$ cat src/rtl/alu_seq.sv
// alu_seq: multi-cycle execute ALU with a valid/ready handshake.
// Single-cycle ops (ADD..SLTU, reserved) complete one cycle after accept.
// Iterative ops (MUL, MULHU, DIVU, REMU) use a shared shift-add / restoring
// datapath, one bit per cycle. That datapath is present only when the macro
// ALU_MULDIV_EN is defined; otherwise B-E behave like the reserved opcode.
module alu_seq #(
    parameter int DATA_WIDTH    = 32,
    parameter int CONTROL_WIDTH = 4
) (
    input  logic                     clk_i,
    input  logic                     rst_ni,
    input  logic                     valid_i,
    output logic                     ready_o,
    input  logic                     flush_i,
    input  logic [CONTROL_WIDTH-1:0] ALUctrl_i,
    input  logic [DATA_WIDTH-1:0]    SrcA_i,
    input  logic [DATA_WIDTH-1:0]    SrcB_i,
    output logic                     valid_o,
    output logic [DATA_WIDTH-1:0]    ALUResult_o,
    output logic                     Zero_o
);

    localparam int SHW = $clog2(DATA_WIDTH);

    localparam logic [CONTROL_WIDTH-1:0] OP_ADD   = 4'h0;
    localparam logic [CONTROL_WIDTH-1:0] OP_SUB   = 4'h1;
    localparam logic [CONTROL_WIDTH-1:0] OP_AND   = 4'h2;
    localparam logic [CONTROL_WIDTH-1:0] OP_OR    = 4'h3;
    localparam logic [CONTROL_WIDTH-1:0] OP_XOR   = 4'h4;
    localparam logic [CONTROL_WIDTH-1:0] OP_SLL   = 4'h5;
    localparam logic [CONTROL_WIDTH-1:0] OP_SRL   = 4'h6;
    localparam logic [CONTROL_WIDTH-1:0] OP_PASSB = 4'h7;
    localparam logic [CONTROL_WIDTH-1:0] OP_SRA   = 4'h8;
    localparam logic [CONTROL_WIDTH-1:0] OP_SLT   = 4'h9;
    localparam logic [CONTROL_WIDTH-1:0] OP_SLTU  = 4'hA;
    localparam logic [CONTROL_WIDTH-1:0] OP_MUL   = 4'hB;
    localparam logic [CONTROL_WIDTH-1:0] OP_MULHU = 4'hC;
    localparam logic [CONTROL_WIDTH-1:0] OP_DIVU  = 4'hD;
    localparam logic [CONTROL_WIDTH-1:0] OP_REMU  = 4'hE;

    typedef enum logic [1:0] {IDLE, BUSY, DONE} state_t;

    state_t                  state_q;
    logic                    valid_q;
    logic [DATA_WIDTH-1:0]   result_q;
    logic                    zero_q;
    logic                    accept;
    logic                    iter_op;

    // Single-cycle result; B-F fall to zero here.
    function automatic logic [DATA_WIDTH-1:0] alu_comb(
        input logic [CONTROL_WIDTH-1:0] op,
        input logic [DATA_WIDTH-1:0]    a,
        input logic [DATA_WIDTH-1:0]    b
    );
        logic signed [DATA_WIDTH-1:0] sa;
        logic signed [DATA_WIDTH-1:0] sb;
        logic [SHW-1:0]               sh;
        sa = a;
        sb = b;
        sh = b[SHW-1:0];
        case (op)
            OP_ADD:   alu_comb = a + b;
            OP_SUB:   alu_comb = a - b;
            OP_AND:   alu_comb = a & b;
            OP_OR:    alu_comb = a | b;
            OP_XOR:   alu_comb = a ^ b;
            OP_SLL:   alu_comb = a << sh;
            OP_SRL:   alu_comb = a >> sh;
            OP_PASSB: alu_comb = b;
            OP_SRA:   alu_comb = $unsigned(sa >>> sh);
            OP_SLT:   alu_comb = {{(DATA_WIDTH-1){1'b0}}, (sa < sb)};
            OP_SLTU:  alu_comb = {{(DATA_WIDTH-1){1'b0}}, (a < b)};
            default:  alu_comb = '0;
        endcase
    endfunction

    assign ready_o     = (state_q != BUSY);
    assign accept      = valid_i & ready_o;
    assign valid_o     = valid_q;
    assign ALUResult_o = result_q;
    assign Zero_o      = zero_q;

`ifdef ALU_MULDIV_EN
    localparam int CW = $clog2(DATA_WIDTH);

    logic [CW-1:0]            cnt_q;
    logic [CONTROL_WIDTH-1:0] op_q;
    logic                     zpend_q;
    // hi_q: product high word / partial remainder
    // lo_q: multiplier being shifted out / dividend shifting into quotient
    // m_q : multiplicand / divisor
    logic [DATA_WIDTH-1:0]    hi_q;
    logic [DATA_WIDTH-1:0]    lo_q;
    logic [DATA_WIDTH-1:0]    m_q;
    logic [DATA_WIDTH-1:0]    hi_d;
    logic [DATA_WIDTH-1:0]    lo_d;
    logic [DATA_WIDTH-1:0]    iter_res;
    logic [DATA_WIDTH:0]      mul_sum;
    logic [DATA_WIDTH:0]      div_rs;
    logic [DATA_WIDTH+1:0]    div_diff;
    logic                     div_borrow;
    logic                     is_mul;

    assign iter_op = (ALUctrl_i == OP_MUL) || (ALUctrl_i == OP_MULHU) ||
                     (ALUctrl_i == OP_DIVU) || (ALUctrl_i == OP_REMU);
    assign is_mul  = (op_q == OP_MUL) || (op_q == OP_MULHU);

    // One iteration of shift-add multiply or restoring divide.
    always_comb begin
        mul_sum    = {1'b0, hi_q} + (lo_q[0] ? {1'b0, m_q} : {(DATA_WIDTH+1){1'b0}});
        div_rs     = {hi_q, lo_q[DATA_WIDTH-1]};
        div_diff   = {1'b0, div_rs} - {2'b00, m_q};
        div_borrow = div_diff[DATA_WIDTH+1];
        if (is_mul) begin
            hi_d = mul_sum[DATA_WIDTH:1];
            lo_d = {mul_sum[0], lo_q[DATA_WIDTH-1:1]};
        end else begin
            // Divisor zero never borrows, so the quotient fills with ones
            // and the dividend ends up in the remainder.
            hi_d = div_borrow ? div_rs[DATA_WIDTH-1:0] : div_diff[DATA_WIDTH-1:0];
            lo_d = {lo_q[DATA_WIDTH-2:0], ~div_borrow};
        end
        case (op_q)
            OP_MULHU, OP_REMU: iter_res = hi_d;
            default:           iter_res = lo_d;
        endcase
    end

    // Iterative datapath: load operands on accept, step while busy.
    always_ff @(posedge clk_i) begin
        if (accept) begin
            op_q    <= ALUctrl_i;
            zpend_q <= (SrcA_i == SrcB_i);
            hi_q    <= '0;
            if ((ALUctrl_i == OP_MUL) || (ALUctrl_i == OP_MULHU)) begin
                lo_q <= SrcB_i;
                m_q  <= SrcA_i;
            end else begin
                lo_q <= SrcA_i;
                m_q  <= SrcB_i;
            end
        end else if (state_q == BUSY) begin
            hi_q <= hi_d;
            lo_q <= lo_d;
        end
    end

    // Control FSM with registered result, zero flag and valid pulse.
    always_ff @(posedge clk_i or negedge rst_ni) begin
        if (!rst_ni) begin
            state_q  <= IDLE;
            valid_q  <= 1'b0;
            result_q <= '0;
            zero_q   <= 1'b0;
            cnt_q    <= '0;
        end else if (flush_i) begin
            state_q <= IDLE;
            valid_q <= 1'b0;
        end else begin
            case (state_q)
                BUSY: begin
                    if (cnt_q == '0) begin
                        state_q  <= DONE;
                        valid_q  <= 1'b1;
                        result_q <= iter_res;
                        zero_q   <= zpend_q;
                    end else begin
                        cnt_q   <= cnt_q - 1'b1;
                        valid_q <= 1'b0;
                    end
                end
                default: begin
                    if (accept && iter_op) begin
                        state_q <= BUSY;
                        cnt_q   <= CW'(DATA_WIDTH-1);
                        valid_q <= 1'b0;
                    end else if (accept) begin
                        state_q  <= DONE;
                        valid_q  <= 1'b1;
                        result_q <= alu_comb(ALUctrl_i, SrcA_i, SrcB_i);
                        zero_q   <= (SrcA_i == SrcB_i);
                    end else begin
                        state_q <= IDLE;
                        valid_q <= 1'b0;
                    end
                end
            endcase
        end
    end
`else
    assign iter_op = 1'b0;

    // Control FSM; without the iterative datapath BUSY is never entered.
    always_ff @(posedge clk_i or negedge rst_ni) begin
        if (!rst_ni) begin
            state_q  <= IDLE;
            valid_q  <= 1'b0;
            result_q <= '0;
            zero_q   <= 1'b0;
        end else if (flush_i) begin
            state_q <= IDLE;
            valid_q <= 1'b0;
        end else if (accept && !iter_op) begin
            state_q  <= DONE;
            valid_q  <= 1'b1;
            result_q <= alu_comb(ALUctrl_i, SrcA_i, SrcB_i);
            zero_q   <= (SrcA_i == SrcB_i);
        end else begin
            state_q <= IDLE;
            valid_q <= 1'b0;
        end
    end
`endif

endmodule

$ cat config.mk
export PLATFORM = sky130hd
export DESIGN_NAME = alu_seq
export DESIGN_NICKNAME = d
export VERILOG_FILES = /design/src/rtl/alu_seq.sv
export SDC_FILE = /design/constraint.sdc
export NUM_CORES = 1
export LEC_CHECK = 0
export CAP_MARGIN = 30
export CORE_AREA = 2 2 156 158
export DETAILED_ROUTE_END_ITERATION = 16
export DIE_AREA = 0 0 158 160
export HOLD_SLACK_MARGIN = 0.05
export PLACE_DENSITY = 0.66
export SYNTH_ARGS = -nofsm -noshare
export SYNTH_HDL_FRONTEND = slang
export SYNTH_SLANG_ARGS = --single-unit
export TNS_END_PERCENT = 5
$ cat constraint.sdc
create_clock -name clk_i -period 3.38 [get_ports clk_i]
set_clock_uncertainty 0.05 [all_clocks]
set_input_delay 0.507 -clock clk_i [delete_from_list [all_inputs] [get_ports clk_i]]
set_output_delay 0.507 -clock clk_i [all_outputs]
set_load 0.005 [all_outputs]
==> qor.csv <==
stage,metric,value,unit
yosys,Post-synth EDFFs,0,
clocking,clock sinks,34,
place,total instance count after detailed placement,2240,
power_and_ir_drop,combinational share of power,0.691,
timing,"Hold Violations, Final",0,
power_and_ir_drop,final total power,3.759,mW
yosys,"post-synthesis share of cell area spent on and, or, nand and nor gates",0.1936,
yosys,"FF+latch count, synth",34,
place,IO Port Bufs,105,
clocking,H-Tree Depth,2,
yosys,number of distinct library cells after synthesis,89,
yosys,dominant combinational cell family by area after synthesis,compound AO/OA/AOI/OAI gates,
drt,vias post-DR,14460,
worst_setup_path,Worst Path Max Fanout,10,
timing,number of slew-limit violations in the final report,0,
clocking,clock slew at reported path FFs,0.07,ns
die,horizontal die dimension,158,um
die,io pins,107,
clocking,number of buffers between clock root and the deepest sink,2,
place,post-detail-place hpwl,46260,um
die,Die Span Y,160,um
yosys,share of cell area taken by muxes after synthesis,0.1603,
drt,total wire length after detailed routing,58100,um
run_status,run status,completed,
clocking,clock latency on the worst-skew pair,0.29,ns
yosys,number of instances in the synthesized netlist,1490,
timing,final worst path period need,3.360,ns
power_and_ir_drop,total net switching power,1.669,mW
final_layout,layout filler cell count,2206,
final_layout,count of inserted antenna diode cells,0,
clocking,clk root buf,sky130_fd_sc_hd__clkbuf_16,
global_routing,initial antenna violation count,0,
yosys,Adder-Cell Fraction of Synth Area,0.1206,
timing,final hold slack,0.4379,ns
die,row count,57,
power_and_ir_drop,leakage,7.076,nW
run,# Max-Cap Violations,0,
drt,Avg WL per Cell,25.75,um
timing,final setup violating endpoints,0,
global_routing,first-pass GRT wire length,85870,um
final_layout,sequential cell area,850.8,um^2
yosys,portion of the post-synthesis area used by sequential elements,0.07944,
worst_setup_path,Critical Path Sink Type,flip-flop,
clocking,clock tree from TritonCTS,built,
die,effective utilization at floorplan,0.4496,
power_and_ir_drop,power share of the sequential group,0.135,
timing,"Period Utilization, post-route",0.9942,
worst_setup_path,"setup slack, reg-to-reg",1.83,ns
final_layout,layout cell share with drive strength beyond 1,0.3131,
drt,vias per std cell,6.411,
global_routing,pin count of the biggest net entering global routing,73,
yosys,flip-flop cell with the highest count after synthesis,sky130_fd_sc_hd__dfrtp_1,
drt,residual DRC count,0,
final_layout,synthesis-to-layout area growth,46.03,%
worst_setup_path,Startpoint Class,input port,
power_and_ir_drop,power density over cell area,240.3,nW/um^2
yosys,share of synthesized flip-flops with an asynchronous set or reset,1.000,
min_path,Hold/Removal Path Class,reg2reg,
place,last weighted congestion value of the routability-driven placer,1.080,
final_layout,"top library cells by usage in the layout, fill and taps aside","sky130_fd_sc_hd__buf_4, sky130_fd_sc_hd__nand2_1, sky130_fd_sc_hd__nor2_1",
yosys,average size of a mapped cell,7.188,um^2
clocking,number of buffers inserted during clock tree synthesis,5,
worst_setup_path,arrival time of the worst setup path,3.48,ns
timing,final total negative setup slack,0,ns
die,total core area,23820,um^2
worst_setup_path,worst setup path category,in2reg,
power_and_ir_drop,Sw Share,0.4440,
power_and_ir_drop,part of the power in the clock network,0.175,
power_and_ir_drop,Int Power,2.090,mW
timing,Max Freq,297.6,MHz
global_routing,remaining global-route overflow,0,
worst_setup_path,WP data required,3.50,ns
final_layout,multi-input gate area in the final layout,9324,um^2
global_routing,overall global routing resource usage,0.4512,
drt,Pre-antenna DRT Iters,6,
global_routing,vias in the first global route,14040,
final_layout,total number of nets in the final design,2105,
yosys,count of warnings emitted by yosys,0,
yosys,share of the synthesized area in compound gates (AO/OA/AOI/OAI),0.3454,
timing,Slew @ Worst Pin,0.6924,ns
final_layout,final non-filler cell total,2256,
final_layout,"most common cell after layout, fill and taps aside",sky130_fd_sc_hd__buf_4,
power_and_ir_drop,Worst VDD drop,263.4,uV
yosys,area of the mapped netlist,10710,um^2
die,area of the die,25280,um^2
timing,setup repair after global routing missed its margin,true,
yosys,synthesized-area fraction occupied by xor and xnor cells,0.01227,
drt,number of nets with antenna violations after detailed routing,0,
drt,DR iter-0 viols,1855,
timing,Rel. slew slack,0.5335,
yosys,synthesized netlist net count,1664,
==> cell families after synthesis <==
logic type / Yosys count
adder cells (fa/ha/maj): 102
other: 1
flip-flops: 34
buffers and inverters: 218
AND/OR/NAND/NOR: 466
AO/OA/AOI/OAI: 552
XOR/XNOR: 15
multiplexers: 102
==> sequential cells by signal, summed over array words and instances (netlist names) <==
register,cells
ALUResult_o,32
Zero_o,1
valid_o,1
==> worst max-delay path: stages <==
cell and delay [ns]:
sky130_fd_sc_hd__clkdlybuf4s50_1 0.49, sky130_fd_sc_hd__buf_6 0.17, sky130_fd_sc_hd__ha_2 0.22, sky130_fd_sc_hd__nor2b_1 0.18
sky130_fd_sc_hd__buf_4 0.13, sky130_fd_sc_hd__nor3_1 0.04, sky130_fd_sc_hd__o31ai_1 0.37, sky130_fd_sc_hd__nand2_1 0.15
sky130_fd_sc_hd__a22o_1 0.25, sky130_fd_sc_hd__o41a_1 0.46, sky130_fd_sc_hd__o31ai_2 0.24, sky130_fd_sc_hd__xor2_1 0.17
sky130_fd_sc_hd__o21ai_1 0.09
==> cells in the mapped netlist, types with 9 or more instances <==
| cell | n | area [um^2] |
|---|---|---|
| sky130_fd_sc_hd__a22oi_1 | 20 | 150.1 |
| sky130_fd_sc_hd__o21ai_0 | 109 | 545.5 |
| sky130_fd_sc_hd__mux4_2 | 51 | 1149 |
| sky130_fd_sc_hd__mux2i_1 | 41 | 410.4 |
| sky130_fd_sc_hd__nand2_1 | 161 | 604.3 |
| sky130_fd_sc_hd__clkbuf_1 | 63 | 236.5 |
| sky130_fd_sc_hd__nor2b_1 | 12 | 75.07 |
| sky130_fd_sc_hd__a211oi_1 | 25 | 187.7 |
| sky130_fd_sc_hd__dfrtp_1 | 34 | 850.8 |
| sky130_fd_sc_hd__xnor2_1 | 13 | 113.9 |
| sky130_fd_sc_hd__o2111ai_1 | 12 | 105.1 |
| sky130_fd_sc_hd__a21oi_1 | 146 | 730.7 |
| sky130_fd_sc_hd__buf_1 | 11 | 41.29 |
| sky130_fd_sc_hd__nor2_1 | 156 | 585.6 |
| sky130_fd_sc_hd__a221o_1 | 12 | 120.1 |
| sky130_fd_sc_hd__o211ai_1 | 16 | 120.1 |
| sky130_fd_sc_hd__a2111oi_0 | 9 | 78.83 |
| sky130_fd_sc_hd__nor4_1 | 9 | 56.30 |
| sky130_fd_sc_hd__nand3_1 | 26 | 130.1 |
| sky130_fd_sc_hd__a221oi_1 | 19 | 166.4 |
| sky130_fd_sc_hd__o221ai_1 | 18 | 157.7 |
| sky130_fd_sc_hd__and3_1 | 10 | 62.56 |
| sky130_fd_sc_hd__o31ai_1 | 14 | 105.1 |
| sky130_fd_sc_hd__o22ai_1 | 12 | 75.07 |
| sky130_fd_sc_hd__a21o_1 | 20 | 150.1 |
| sky130_fd_sc_hd__buf_2 | 27 | 135.1 |
| sky130_fd_sc_hd__inv_1 | 98 | 367.9 |
| sky130_fd_sc_hd__a31oi_1 | 16 | 100.1 |
| sky130_fd_sc_hd__o21bai_1 | 17 | 127.6 |
| sky130_fd_sc_hd__nand2b_1 | 15 | 93.84 |
| sky130_fd_sc_hd__ha_1 | 100 | 1251 |
| sky130_fd_sc_hd__nor3_1 | 47 | 235.2 |
==> metal layers <==
layer | share of wire | track usage | up-vias
li1 | - | - | 6454
met4 | 0.092 | 0.3120 | 0
met3 | 0.11 | 0.09742 | 263
met2 | 0.42 | 0.6806 | 1011
met1 | 0.38 | 0.5710 | 6735
met5 | 0 | 0 | -
==> power by group through the flow <==
stage / sequential [mW] / clock, mW / combinational, mW
6_report: 0.506 / 0.656 / 2.60
5_1_grt: 0.508 / 0.670 / 2.74
4_1_cts: 0.504 / 0.656 / 2.45
3_5_place_dp: 0.511 / 0 / 2.41
3_3_place_gp: 0.509 / 0 / 2.40
2_1_floorplan: 0.502 / 0 / 1.17
==> stage by stage <==
stage / setup WS [ns] / utilization / instance area, um^2
2_1_floorplan: -0.03412 / - / 10730
3_3_place_gp: -0.3727 / 0.6288 / 14980
3_5_place_dp: -0.4984 / 0.6288 / 14980
4_1_cts: -0.05692 / 0.6408 / 15260
5_1_grt: -0.03038 / 0.6566 / 15640
6_report: 0.01973 / 0.6566 / 15640
==> path summary, 6_finish.rpt <==
path | from | endpoint | cells past startpoint
worst max-delay path | SrcA_i[15] | ALUResult_o[31] | 13
worst min-delay path | ALUResult_o[5] | ALUResult_o[5] | 2
worst max register to register | ALUResult_o[25] | ALUResult_o[25] | 5
worst min register to register | ALUResult_o[5] | ALUResult_o[5] | 2
max in group asynchronous | rst_ni | ALUResult_o[5] | 3
min in group asynchronous | rst_ni | ALUResult_o[31] | 2
==> layout make-up <==
cell class,count,share of cell area
Multi-Input combinational cell,1238,0.5962
Tap cell,324,0.02592
Sequential cell,34,0.05440
Timing Repair Buffer,550,0.2866
Clock buffer,5,0.008000
Clock inverter,3,0.004400
Inverter,102,0.02456
==> repair_timing <==
| action | in CTS | in global routing |
|---|---|---|
| gates resized for setup | 18 | 70 |
| pin swaps | 2 | 22 |
| setup buffers | 1 | 5 |
| hold buffers | 0 | 1 |
| endpoints found under the setup margin | 14 | 22 |
| hold endpoints to repair | 0 | 1 |
Note: power is estimated with default switching activity, not from simulation.
